--- src/rtl/clk_div_pkg.sv ---
// Shared defaults and sizing helper for the multi-channel clock divider bank.
package clk_div_pkg;

  localparam int DIV_W_DEF        = 8;
  localparam int DEFAULT_DIV_DEF  = 4;
  localparam int DEFAULT_HIGH_DEF = 2;

  function automatic int ch_w(input int n);
    return (n <= 1) ? 1 : $clog2(n);
  endfunction

endpackage

--- src/rtl/clk_div_chan.sv ---
// One divider channel: phase counter, active and pending period/high-time,
// registered divided clock and period-start strobe.
module clk_div_chan
  import clk_div_pkg::*;
#(
  parameter int DIV_W        = DIV_W_DEF,
  parameter int DEFAULT_DIV  = DEFAULT_DIV_DEF,
  parameter int DEFAULT_HIGH = DEFAULT_HIGH_DEF
) (
  input  logic             clk,
  input  logic             rst,
  input  logic             sync,
  input  logic             wr,
  input  logic [DIV_W-1:0] wr_div,
  input  logic [DIV_W-1:0] wr_high,
  output logic             clk_out,
  output logic             tick,
  output logic             pend
);

  logic [DIV_W-1:0] div, high, pend_div, pend_high, phase;
  logic [DIV_W-1:0] div_nxt, high_nxt, phase_nxt;
  logic             run, boundary, apply;

  // The first edge after reset restarts at phase 0, exactly like SYNC.
  always_comb begin
    boundary  = sync || !run || (div == '0) || (phase == div - DIV_W'(1));
    apply     = pend && boundary;
    div_nxt   = apply ? pend_div  : div;
    high_nxt  = apply ? pend_high : high;
    phase_nxt = boundary ? '0 : phase + DIV_W'(1);
  end

  always_ff @(posedge clk or posedge rst) begin
    if (rst) begin
      div       <= DIV_W'(DEFAULT_DIV);
      high      <= DIV_W'(DEFAULT_HIGH);
      pend_div  <= '0;
      pend_high <= '0;
      pend      <= 1'b0;
      phase     <= '0;
      run       <= 1'b0;
      clk_out   <= 1'b0;
      tick      <= 1'b0;
    end else begin
      run   <= 1'b1;
      div   <= div_nxt;
      high  <= high_nxt;
      phase <= phase_nxt;
      if (wr) begin
        pend_div  <= wr_div;
        pend_high <= wr_high;
      end
      pend    <= wr || (pend && !apply);
      tick    <= (div_nxt != '0) && (phase_nxt == '0);
      clk_out <= (div_nxt != '0) && (phase_nxt < high_nxt);
    end
  end

endmodule

--- src/rtl/clk_div_bank.sv ---
// Bank of independent programmable dividers sharing one clock; the top only
// decodes the config channel and muxes the per-channel ready.
module clk_div_bank
  import clk_div_pkg::*;
#(
  parameter int N_CH         = 4,
  parameter int DIV_W        = DIV_W_DEF,
  parameter int DEFAULT_DIV  = DEFAULT_DIV_DEF,
  parameter int DEFAULT_HIGH = DEFAULT_HIGH_DEF,
  parameter int CH_W         = ch_w(N_CH)
) (
  input  logic              CLK,
  input  logic              RST,
  input  logic              SYNC,
  input  logic              cfg_valid,
  output logic              cfg_ready,
  input  logic [CH_W-1:0]   cfg_ch,
  input  logic [DIV_W-1:0]  cfg_div,
  input  logic [DIV_W-1:0]  cfg_high,
  output logic [N_CH-1:0]   CLK_OUT,
  output logic [N_CH-1:0]   TICK
);

  logic [N_CH-1:0] pend;
  logic [N_CH-1:0] wr;

  // Out-of-range channels stay ready so the write is taken and dropped.
  always_comb begin
    cfg_ready = 1'b1;
    for (int unsigned i = 0; i < N_CH; i++)
      if (cfg_ch == CH_W'(i)) cfg_ready = ~pend[i];
  end

  for (genvar g = 0; g < N_CH; g++) begin : g_ch
    assign wr[g] = cfg_valid && cfg_ready && (cfg_ch == CH_W'(g));

    clk_div_chan #(
      .DIV_W        (DIV_W),
      .DEFAULT_DIV  (DEFAULT_DIV),
      .DEFAULT_HIGH (DEFAULT_HIGH)
    ) u_chan (
      .clk     (CLK),
      .rst     (RST),
      .sync    (SYNC),
      .wr      (wr[g]),
      .wr_div  (cfg_div),
      .wr_high (cfg_high),
      .clk_out (CLK_OUT[g]),
      .tick    (TICK[g]),
      .pend    (pend[g])
    );
  end

endmodule

--- config.mk ---
export PLATFORM = sky130hd
export DESIGN_NAME = clk_div_bank
export DESIGN_NICKNAME = d
export VERILOG_FILES = /design/src/rtl/clk_div_pkg.sv /design/src/rtl/clk_div_chan.sv /design/src/rtl/clk_div_bank.sv
export SDC_FILE = /design/constraint.sdc
export NUM_CORES = 1
export LEC_CHECK = 0
export ABC_AREA = 0
export BUFFER_PORTS_ARGS = -buffer_cell sky130_fd_sc_hd__buf_2
export CORE_ASPECT_RATIO = 2
export CORE_MARGIN = 1
export CORE_UTILIZATION = 60
export DETAILED_ROUTE_END_ITERATION = 16
export PLACE_DENSITY = 0.77
export SLEW_MARGIN = 20
export SYNTH_ARGS = -nofsm -noshare
export SYNTH_HDL_FRONTEND = slang
export SYNTH_SLANG_ARGS = --single-unit
export TNS_END_PERCENT = 5
--- constraint.sdc ---
create_clock -name CLK -period 11.2 [get_ports CLK]
set_clock_uncertainty 0.15 [all_clocks]
set_input_delay 1.12 -clock CLK [delete_from_list [all_inputs] [get_ports CLK]]
set_output_delay 1.12 -clock CLK [all_outputs]
set_load 0.1 [all_outputs]
==> results of run 1 <==
-- state kept, by name, indices dropped and copies added, names as in the netlist --
name                   cells
g_ch.u_chan.clk_out        4
g_ch.u_chan.div           32
g_ch.u_chan.high          32
g_ch.u_chan.pend           4
g_ch.u_chan.pend_div      32
g_ch.u_chan.pend_high     32
g_ch.u_chan.phase         32
g_ch.u_chan.run            1
g_ch.u_chan.tick           4
-- logic make-up (layout without fill, tap and decap cells) --
kind of cell | Yosys count | count (layout)
mux | 135 | 135
fa+ha+maj | 40 | 40
other cells | 1 | 1
flops | 173 | 173
xor+xnor | 67 | 67
buf+inv | 85 | 111
compound gates | 91 | 91
simple gates | 204 | 204
-- placed cells by master, fill, tap and decap left out, drive strengths merged, types with 19 or more instances in the layout --
master / Yosys / final
buf: 22 / 32
clkbuf: 17 / 19
dfrtp: 165 / 165
ha: 40 / 40
inv: 46 / 55
mux2: 103 / 103
mux2i: 31 / 31
nand2: 34 / 34
nand3: 19 / 19
nor2: 65 / 65
xnor2: 39 / 39
xor2: 28 / 28
-- critical path, delay by kind of cell (launching register included) --
family,cells,cell delay [ns]
AO/OA/AOI/OAI,7,2.28
adder cells (fa/ha/maj),2,0.65
buffers and inverters,1,0.10
flip-flops,1,0.43
AND/OR/NAND/NOR,3,0.69
-- cell usage after synthesis (5+ instances only) --
cell	count	area (µm²)
a21o_1	5	37.5
nor2b_1	5	31.3
mux2i_2	5	68.8
a31oi_1	12	75.1
nor4_1	8	50.1
mux2_4	13	195
o211ai_1	5	37.5
or4_1	5	37.5
nand4_1	10	62.6
xor2_1	28	245
dfrtp_1	165	4130
mux2i_1	26	260
nand2_1	32	120
a211oi_1	6	45.0
buf_2	7	35.0
clkbuf_1	17	63.8
mux2_2	90	1010
nand2b_1	5	31.3
nand3_1	19	95.1
dfstp_2	8	210
o21ai_0	13	65.1
nor3_1	13	65.1
ha_1	40	500
and3_1	16	100
inv_1	44	165
xnor2_1	39	342
a21oi_1	15	75.1
nor2_1	64	240
buf_4	9	67.6
-- stage by stage --
stage,setup slack (ns),hold slack (ns),power [mW],std cells
2_1_floorplan,5.25,0.297,1.54,796
3_3_place_gp,6.73,0.316,1.67,984
3_5_place_dp,6.57,0.329,1.72,984
4_1_cts,6.53,0.348,2.34,1016
5_1_grt,6.53,0.372,2.46,1017
6_report,6.81,0.346,2.33,1017
-- power by group --
group / leakage (nW) / switching [mW] / internal [mW]
clock: 0.290 / 0.271 / 0.338
sequential: 2.10 / 0.183 / 0.819
combinational: 2.22 / 0.391 / 0.332
total: 4.61 / 0.845 / 1.49
-- final timing paths --
path                                        start                          to  slack (ns)  cells past startpoint
max in group asynchronous                     RST  g_ch[1].u_chan.pend_div[1]        8.96                      3
min                        g_ch[0].u_chan.high[7]      g_ch[0].u_chan.high[7]        0.35                      2
max reg2reg                 g_ch[1].u_chan.div[0]      g_ch[1].u_chan.clk_out        6.81                     13
max                         g_ch[1].u_chan.div[0]      g_ch[1].u_chan.clk_out        6.81                     13
min in group asynchronous                     RST      g_ch[2].u_chan.high[4]        0.69                      2
min reg2reg                g_ch[0].u_chan.high[7]      g_ch[0].u_chan.high[7]        0.35                      2
-- layer usage --
metal / wire length [µm] / GRT usage / up-vias
li1: - / - / 2829
met1: 7740 / 0.316 / 3209
met2: 11200 / 0.503 / 121
met3: 583 / 0.0402 / 47
met4: 647 / 0.132 / 0
met5: 0 / 0 / -
-- area by class of cell --
| class | count | area (µm²) |
|---|---|---|
| clock buffers | 18 | 429 |
| flip-flops and latches | 173 | 4340 |
| clock inverters | 14 | 169 |
| well taps | 195 | 244 |
| multi-input cells | 538 | 4410 |
| fillers | 1153 | 4870 |
| repair buffers | 33 | 183 |
| inverters | 46 | 178 |
==> qor.txt, run 1 <==
Mux cell area share after synthesis: 0.171
# DRC: 0
Hold Violations, Final: 0
Max cap viols: 0
N_diodes: 0
Cts hold-fix bufs: 0
Cell area after synthesis: 9110 µm²
CP max FO: 14
DP HPWL: 14500 µm
Synth Area in Compound Gates: 0.0705
CP required: 11.40 ns
Top FF cell, synth: dfrtp_1
Crit. End Element: register
Layout area overhead: 9.22%
Post-CTS Setup Bufs: 0
Setup TNS: 0 ns
Fin nets: 871
Simple-gate portion of the synthesized area: 0.118
Post-synthesis adder-cell area fraction: 0.0550
Hold WC Path Type: register to register
CP startpoint kind: register
Seq cells post-synth: 173
I/O pin cnt: 31
Clock Sinks: 173
Port Buffers: 30
Initial DRT Pass Iterations: 4
WL/cell: 19.8 µm
Initial core utilization: 0.615
DR vias/cell: 6.10
Clock buffer depth: 2
Leak Pwr: 4.61 nW
Worst Path Arrival: 4.59 ns
Post-synth EDFFs: 0
Area after DPL: 9320 µm²
RSZ-0062 raised after global routing: false
Detailed Route Iter0 Violations: 218
Placer Congestion: 0.887
Final core occ: 0.671
First-pass GRT wire length: 32700 µm
Pwr Density: 235 nW/µm²
Outcome: finished clean
Drt total wl: 20200 µm
Ys async rst share: 1.00
Yosys warnings: 0
Crit path cell chain: inv_1 -> ha_1 -> or3_1 -> a31o_1 -> o31a_1 -> a21oi_1 -> nor2_1 -> ha_1 -> a211o_1 -> a21oi_1 -> nand2_1 -> a221o_1 -> a31oi_1
CTS root buffer: clkbuf_16
Critical-path top delay cell: a21oi_1
Syn Inst Count: 796
Via Count: 6206
Syn Nets: 858
Chip Width: 89.1 µm
Global-route usage over all layers: 0.280
Peak supply drop: 135 µV
Final period utilization: 0.392
Pin count of the biggest net entering global routing: 92
# H-tree levels: 4
Critical path class: register to register
Die height: 176 µm
Post-synthesis sequential area ratio: 0.476
Max incr delay on CP: 0.86 ns
Slew @ Worst Pin: 1.13 ns
Final Setup Violations: 0
GRT overflow: 0
TritonCTS clock tree: done
Synth Area in XOR/XNOR: 0.0644
Fin. max-slew vios: 0
Clock Pin Slew Worst Setup and Hold Paths: 0.07 ns
Rel. slew slack: 0.242
Largest family of logic cells by synthesized area: multiplexers
Post-synthesis cell type count: 68
Final instance area: 9950 µm²
Row count: 63
PostCTS Resize Cnt: 0
Max Freq: 228 MHz
Initial antenna violation count: 0
Antenna Violating Nets Remaining: 0
Vias in the first global route: 6559
CTS Buf Count: 17
Core Region: 14800 µm²
Avg Cell Area, Syn: 11.4 µm²
Die area: 15700 µm²
Tmin final: 4.39 ns
Share of layout cells above drive strength 1: 0.240
Clock Latency Late Sink: 0.44 ns
Power figures use the tool's default switching activity.
==> inputs of run 2 (changes only) <==
- CORE_UTILIZATION: 60 -> 56
- PLACE_DENSITY: 0.77 -> 0.76
- clock period: 11.2 -> 3.8 ns (I/O delays scaled with it)
==> qor.txt, run 2 (synthesis gave the netlist of run 1 again) <==
Outcome: finished clean
CTS root buffer: clkbuf_16
CP required: 4.00 ns
Initial core utilization: 0.574
Vias in the first global route: 6585
Hold Violations, Final: 0
Max cap viols: 0
Detailed Route Iter0 Violations: 303
Pin count of the biggest net entering global routing: 174
Placer Congestion: 0.840
# DRC: 0
Antenna Violating Nets Remaining: 0
Hold WC Path Type: input pin to async pin
Rel. slew slack: 0.399
CP max FO: 6
Commonest non-fill, non-tap cell in the layout: dfrtp_1
Die height: 182 µm
Max Freq: 276 MHz
DP HPWL: 14300 µm
Fin. max-slew vios: 0
Worst Setup Slack, final: 0.173 ns
Row count: 65
WL/cell: 19.0 µm
Most frequent cells in the layout: 165 x dfrtp_1, 90 x mux2_2, 64 x nor2_1
Worst Path Arrival: 3.83 ns
Leak Pwr: 4.69 nW
Via Count: 6193
Tot Pwr: 6.93 mW
CP startpoint kind: register
Clock buffer depth: 2
Die area: 16800 µm²
Final period utilization: 0.954
Switch Pwr: 2.56 mW
Initial DRT Pass Iterations: 5
Global-route usage over all layers: 0.253
Switching part of the total: 0.369
Clock Sinks: 173
Fin nets: 892
Peak supply drop: 444 µV
GRT overflow: 0
I/O pin cnt: 31
Pre-CTS setup slack: 0.0805 ns
Clock Latency Late Sink: 0.43 ns
Combinational power share: 0.323
RSZ-0062 raised after global routing: true
First-pass GRT wire length: 32500 µm
Power share of the clock group: 0.249
Drt total wl: 19800 µm
Port Buffers: 30
Share of layout cells above drive strength 1: 0.269
Slew @ Worst Pin: 0.902 ns
Pwr Density: 680 nW/µm²
# H-tree levels: 4
Tmin final: 3.63 ns
Critical path class: register to register
Internal: 4.37 mW
Initial antenna violation count: 0
Layout area overhead: 11.9%
N_diodes: 0
Crit. End Element: register
Clock Pin Slew Worst Setup and Hold Paths: 0.07 ns
Cts hold-fix bufs: 0
Core Region: 15900 µm²
Chip Width: 92.2 µm
TritonCTS clock tree: done
Final Setup Violations: 0
CTS Buf Count: 17
DR vias/cell: 5.93
Part of the power in registers: 0.428
run 2: cell count changes in the layout (fill, tap and decap cells not counted), moves of 2 or more:
cell / before / now
mux2i_1: 26 / 21
clkinv_4: 0 / 2
clkinv_8: 0 / 4
nor4_4: 0 / 2
inv_6: 6 / 4
mux2i_4: 0 / 2
buf_4: 1 / 22
bufinv_16: 2 / 0
mux2i_2: 5 / 8
run 2: cell type report:
class / instances / area (µm²)
Clock buffer: 17 / 425
Clock inverter: 15 / 170
Fill cell: 1201 / 5670
Inverter: 46 / 176
Multi-Input combinational cell: 538 / 4480
Sequential cell: 173 / 4340
Tap cell: 201 / 251
Timing Repair Buffer: 54 / 347
run 2: routing by layer:
metal / wire [µm] / track usage
met2: 10900 / 0.462
met3: 597 / 0.0392
met1: 7520 / 0.282
met5: 0 / 0
met4: 778 / 0.125
run 2: power by group through the flow:
stage	Combinational, mW	Clock (mW)	Sequential, mW
6_report	2.24	1.73	2.96
5_1_grt	2.45	1.84	3.04
4_1_cts	2.18	1.76	2.92
3_5_place_dp	2.17	0	2.95
3_3_place_gp	2.07	0	2.92
2_1_floorplan	1.79	0	2.77
run 2: critical path, stage by stage (launching register included):
cell and delay [ns]:
dfrtp_1 0.40, inv_1 0.07, ha_1 0.19, or3_1 0.37
a31o_1 0.21, o31a_1 0.33, a211o_4 0.38, buf_4 0.19
mux2i_2 0.23, ha_1 0.29, nand4_1 0.08, nor2_1 0.06
a21oi_1 0.12, nand2_1 0.07, a221o_1 0.26, a31oi_1 0.15
run 2: worst paths after layout:
| check | start | end | slack (ns) | depth (start not counted) |
|---|---|---|---|---|
| max in group asynchronous | RST | g_ch[3].u_chan.pend_high[3] | 2.78 | 3 |
| min reg2reg | g_ch[0].u_chan.high[6] | g_ch[0].u_chan.high[6] | 0.34 | 2 |
| min in group CLK | cfg_div[7] | g_ch[1].u_chan.pend_div[7] | 0.12 | 2 |
| max reg2reg | g_ch[1].u_chan.div[1] | g_ch[1].u_chan.clk_out | 0.17 | 15 |
| max | g_ch[1].u_chan.div[1] | g_ch[1].u_chan.clk_out | 0.17 | 15 |
| min | RST | g_ch[2].u_chan.div[4] | 0.07 | 3 |
run 2: timing repair:
action | in CTS | in global routing
buffers inserted | 0 | 3
gates resized for setup | 0 | 16
setup endpoints to repair | 0 | 4
run 2: per-stage QoR:
stage	utilization	instances	TNS, ns	hold slack [ns]	area (µm²)
global route	0.643	1044	-0.0697	0.108	10200
detailed placement	0.597	1007	0	0.332	9470
floorplan	-	796	0	0.297	9110
CTS	0.634	1039	0	0.0996	10100
finish	0.643	1044	0	0.0720	10200
global placement	0.597	1007	0	0.315	9470
==> inputs of run 3 (changes only) <==
- CORE_UTILIZATION: 56 -> 46
- PLACE_DENSITY: 0.76 -> not set
- SYNTH_HIERARCHICAL: not set -> 1
==> qor.txt, run 3 <==
Outcome: finished clean
Met1 Use GR: 0.238
Ys async rst share: 1.00
Clock Sinks: 176
I/O pin cnt: 31
Worst Setup Slack, final: 0.0892 ns
DP HPWL: 16300 µm
Met3 Track Usage GR: 0.0225
Worst Path Arrival: 3.87 ns
Largest family of logic cells by synthesized area: multiplexers
Cell taking the most area after synthesis: dfrtp_1
CP startpoint kind: register
Final instance area: 10600 µm²
Avg Cell Area, Syn: 11.6 µm²
# DRC: 0
Crit. End Element: register
RSZ-0062 raised after global routing: true
Hold Violations, Final: 0
Via Count: 6255
Tmin final: 3.71 ns
Mux cell area share after synthesis: 0.176
Fin. max-slew vios: 0
Simple-gate portion of the synthesized area: 0.126
Cell area after synthesis: 9190 µm²
Commonest non-fill, non-tap cell in the layout: dfrtp_1
Final period utilization: 0.977
Area after DPL: 9820 µm²
Grt met2 use: 0.419
Initial core utilization: 0.472
Top FF cell, synth: dfrtp_1
Max cap viols: 0
Clock buffer depth: 2
Peak supply drop: 326 µV
DR vias/cell: 5.53
Seq cells post-synth: 176
Leak Pwr: 4.53 nW
Tot Pwr: 6.88 mW
CTS root buffer: clkbuf_16
Post-synth EDFFs: 0
Row count: 72
Crit path cell chain: or3_4 -> o31a_1 -> or4_1 -> a2111o_1 -> a21bo_4 -> buf_4 -> mux2i_4 -> ha_1 -> nor2_1 -> nor2_1 -> and2_1 -> a311oi_1
Layout area overhead: 15.2%
Antenna Violating Nets Remaining: 0
Drt total wl: 21600 µm
Global-route usage over all layers: 0.223
Max Freq: 269 MHz
Syn Inst Count: 795
CTS Buf Count: 17
Die height: 202 µm
GRT overflow: 0
Global routing's busiest layer: met2
Share of layout cells above drive strength 1: 0.347
Clock Pin Slew Worst Setup and Hold Paths: 0.07 ns
Top cells by area, synth: dfrtp_1 46%, mux2_2 11%, ha_1 5.4%
First-pass GRT wire length: 34500 µm
Max incr delay on CP: 0.50 ns
Core Region: 19500 µm²
CP max FO: 6
Most frequent cell after synthesis: dfrtp_1
Detailed Route Iter0 Violations: 207
Pwr Density: 650 nW/µm²
Clock Latency Late Sink: 0.43 ns
Synth top area share: 0.457
Post-synthesis sequential area ratio: 0.480
Hold Slack: 0.148 ns
Slew @ Worst Pin: 1.10 ns
Synth Area in Compound Gates: 0.0577
Syn Nets: 857
N_diodes: 0
# H-tree levels: 4
Synth top cells by count: 168 x dfrtp_1, 88 x mux2_2, 76 x nor2_1
Hold WC Path Type: input pin to register
Critical path class: register to register
Pin count of the biggest net entering global routing: 45
CP required: 3.96 ns
Final Setup Violations: 0
Placed insts: 1095
Critical-path top delay cell: or4_1
CP most frequent cell: nor2_1
Initial antenna violation count: 0
Vias in the first global route: 6641
TritonCTS clock tree: done
WL/cell: 19.1 µm
Non-Filler Instances: 1131
Die area: 20600 µm²
Port Buffers: 30
Pre-CTS setup slack: -0.122 ns
Chip Width: 102 µm
Most frequent cells in the layout: 168 x dfrtp_1, 88 x mux2_2, 76 x nor2_1
Placer Congestion: 0.916
Post-synthesis adder-cell area fraction: 0.0545
Fin nets: 922
Synth Area in XOR/XNOR: 0.0572
Rel. slew slack: 0.267
Post-synthesis cell type count: 44
Initial DRT Pass Iterations: 5
Yosys warnings: 6
## run 3: cell count changes in the layout (fill, tap and decap cells not counted), sizes merged, moves of 6 or more
cell / previous run / this run
a211oi: 6 / 0
and3: 16 / 4
buf: 54 / 81
nor2: 65 / 76
nor3: 13 / 5
nor4: 12 / 20
or3: 2 / 8
or4: 5 / 12
xnor2: 39 / 48
xor2: 28 / 12
## run 3: what timing repair did
| action | CTS | global route |
|---|---|---|
| endpoints found under the hold margin | 79 | 0 |
| resized for setup | 7 | 19 |
| endpoints found under the setup margin | 4 | 4 |
| pin swaps | 0 | 8 |
| hold buffers | 1 | 0 |
| setup buffers | 0 | 4 |
## run 3: report_power, final
part / switching (mW) / internal (mW) / total [mW] / leakage, nW
Clock: 0.737 / 1.00 / 1.74 / 0.287
Sequential: 0.384 / 2.41 / 2.79 / 2.14
Combinational: 1.16 / 1.19 / 2.35 / 2.11
Total: 2.28 / 4.60 / 6.88 / 4.53
## run 3: logic make-up (layout without fill, tap and decap cells)
| family | count (synthesis) | in the layout |
|---|---|---|
| flops | 176 | 176 |
| other cells | 4 | 4 |
| simple gates | 221 | 221 |
| fa+ha+maj | 40 | 40 |
| buf+inv | 85 | 162 |
| xor+xnor | 60 | 60 |
| mux | 133 | 133 |
| compound gates | 76 | 76 |
## run 3: final timing paths
kind	to	from	slack, ns	depth (start not counted)
worst min register to register	g_ch[2].u_chan/high[7]	g_ch[2].u_chan/high[7]	0.34	2
min in group asynchronous	g_ch[2].u_chan/div[5]	RST	0.41	3
worst max register to register	g_ch[2].u_chan/clk_out	g_ch[2].u_chan/div[2]	0.09	12
worst max-delay path	g_ch[2].u_chan/clk_out	g_ch[2].u_chan/div[2]	0.09	12
worst min-delay path	g_ch[1].u_chan/pend_div[5]	cfg_div[5]	0.15	2
max in group asynchronous	g_ch[2].u_chan/high[1]	RST	2.30	4
## run 3: metrics by stage
step	utilization	TNS [ns]
final	0.544	0
after global routing	0.544	-0.0379
after CTS	0.536	-0.00776
after detailed placement	0.505	-0.171
after global placement	0.505	-0.0531
after floorplan	-	-0.120
## run 3: worst max-delay path: cells and delay by family, from the launching register on
| family | cells | cell delay (ns) |
|---|---|---|
| DFF | 1 | 0.37 |
| adders and majority gates | 1 | 0.30 |
| and+or+nand+nor | 5 | 1.17 |
| buffers and inverters | 1 | 0.17 |
| AOI/OAI and AO/OA | 4 | 1.25 |
| muxes | 1 | 0.19 |
## run 3: metal layers
layer / vias up / routed length (µm)
met5: - / 0
met4: 0 / 1000
met3: 53 / 333
met2: 102 / 12300
met1: 3174 / 8000
li1: 2926 / -
## run 3: final cells by class
cell class              instances  area (µm²)
flip-flops and latches        176        4410
repair buffers                 82         556
fillers                      1732        8880
multi-input cells             534        4520
inverters                      49         184
well taps                     259         324
clock inverters                12         133
clock buffers                  19         453
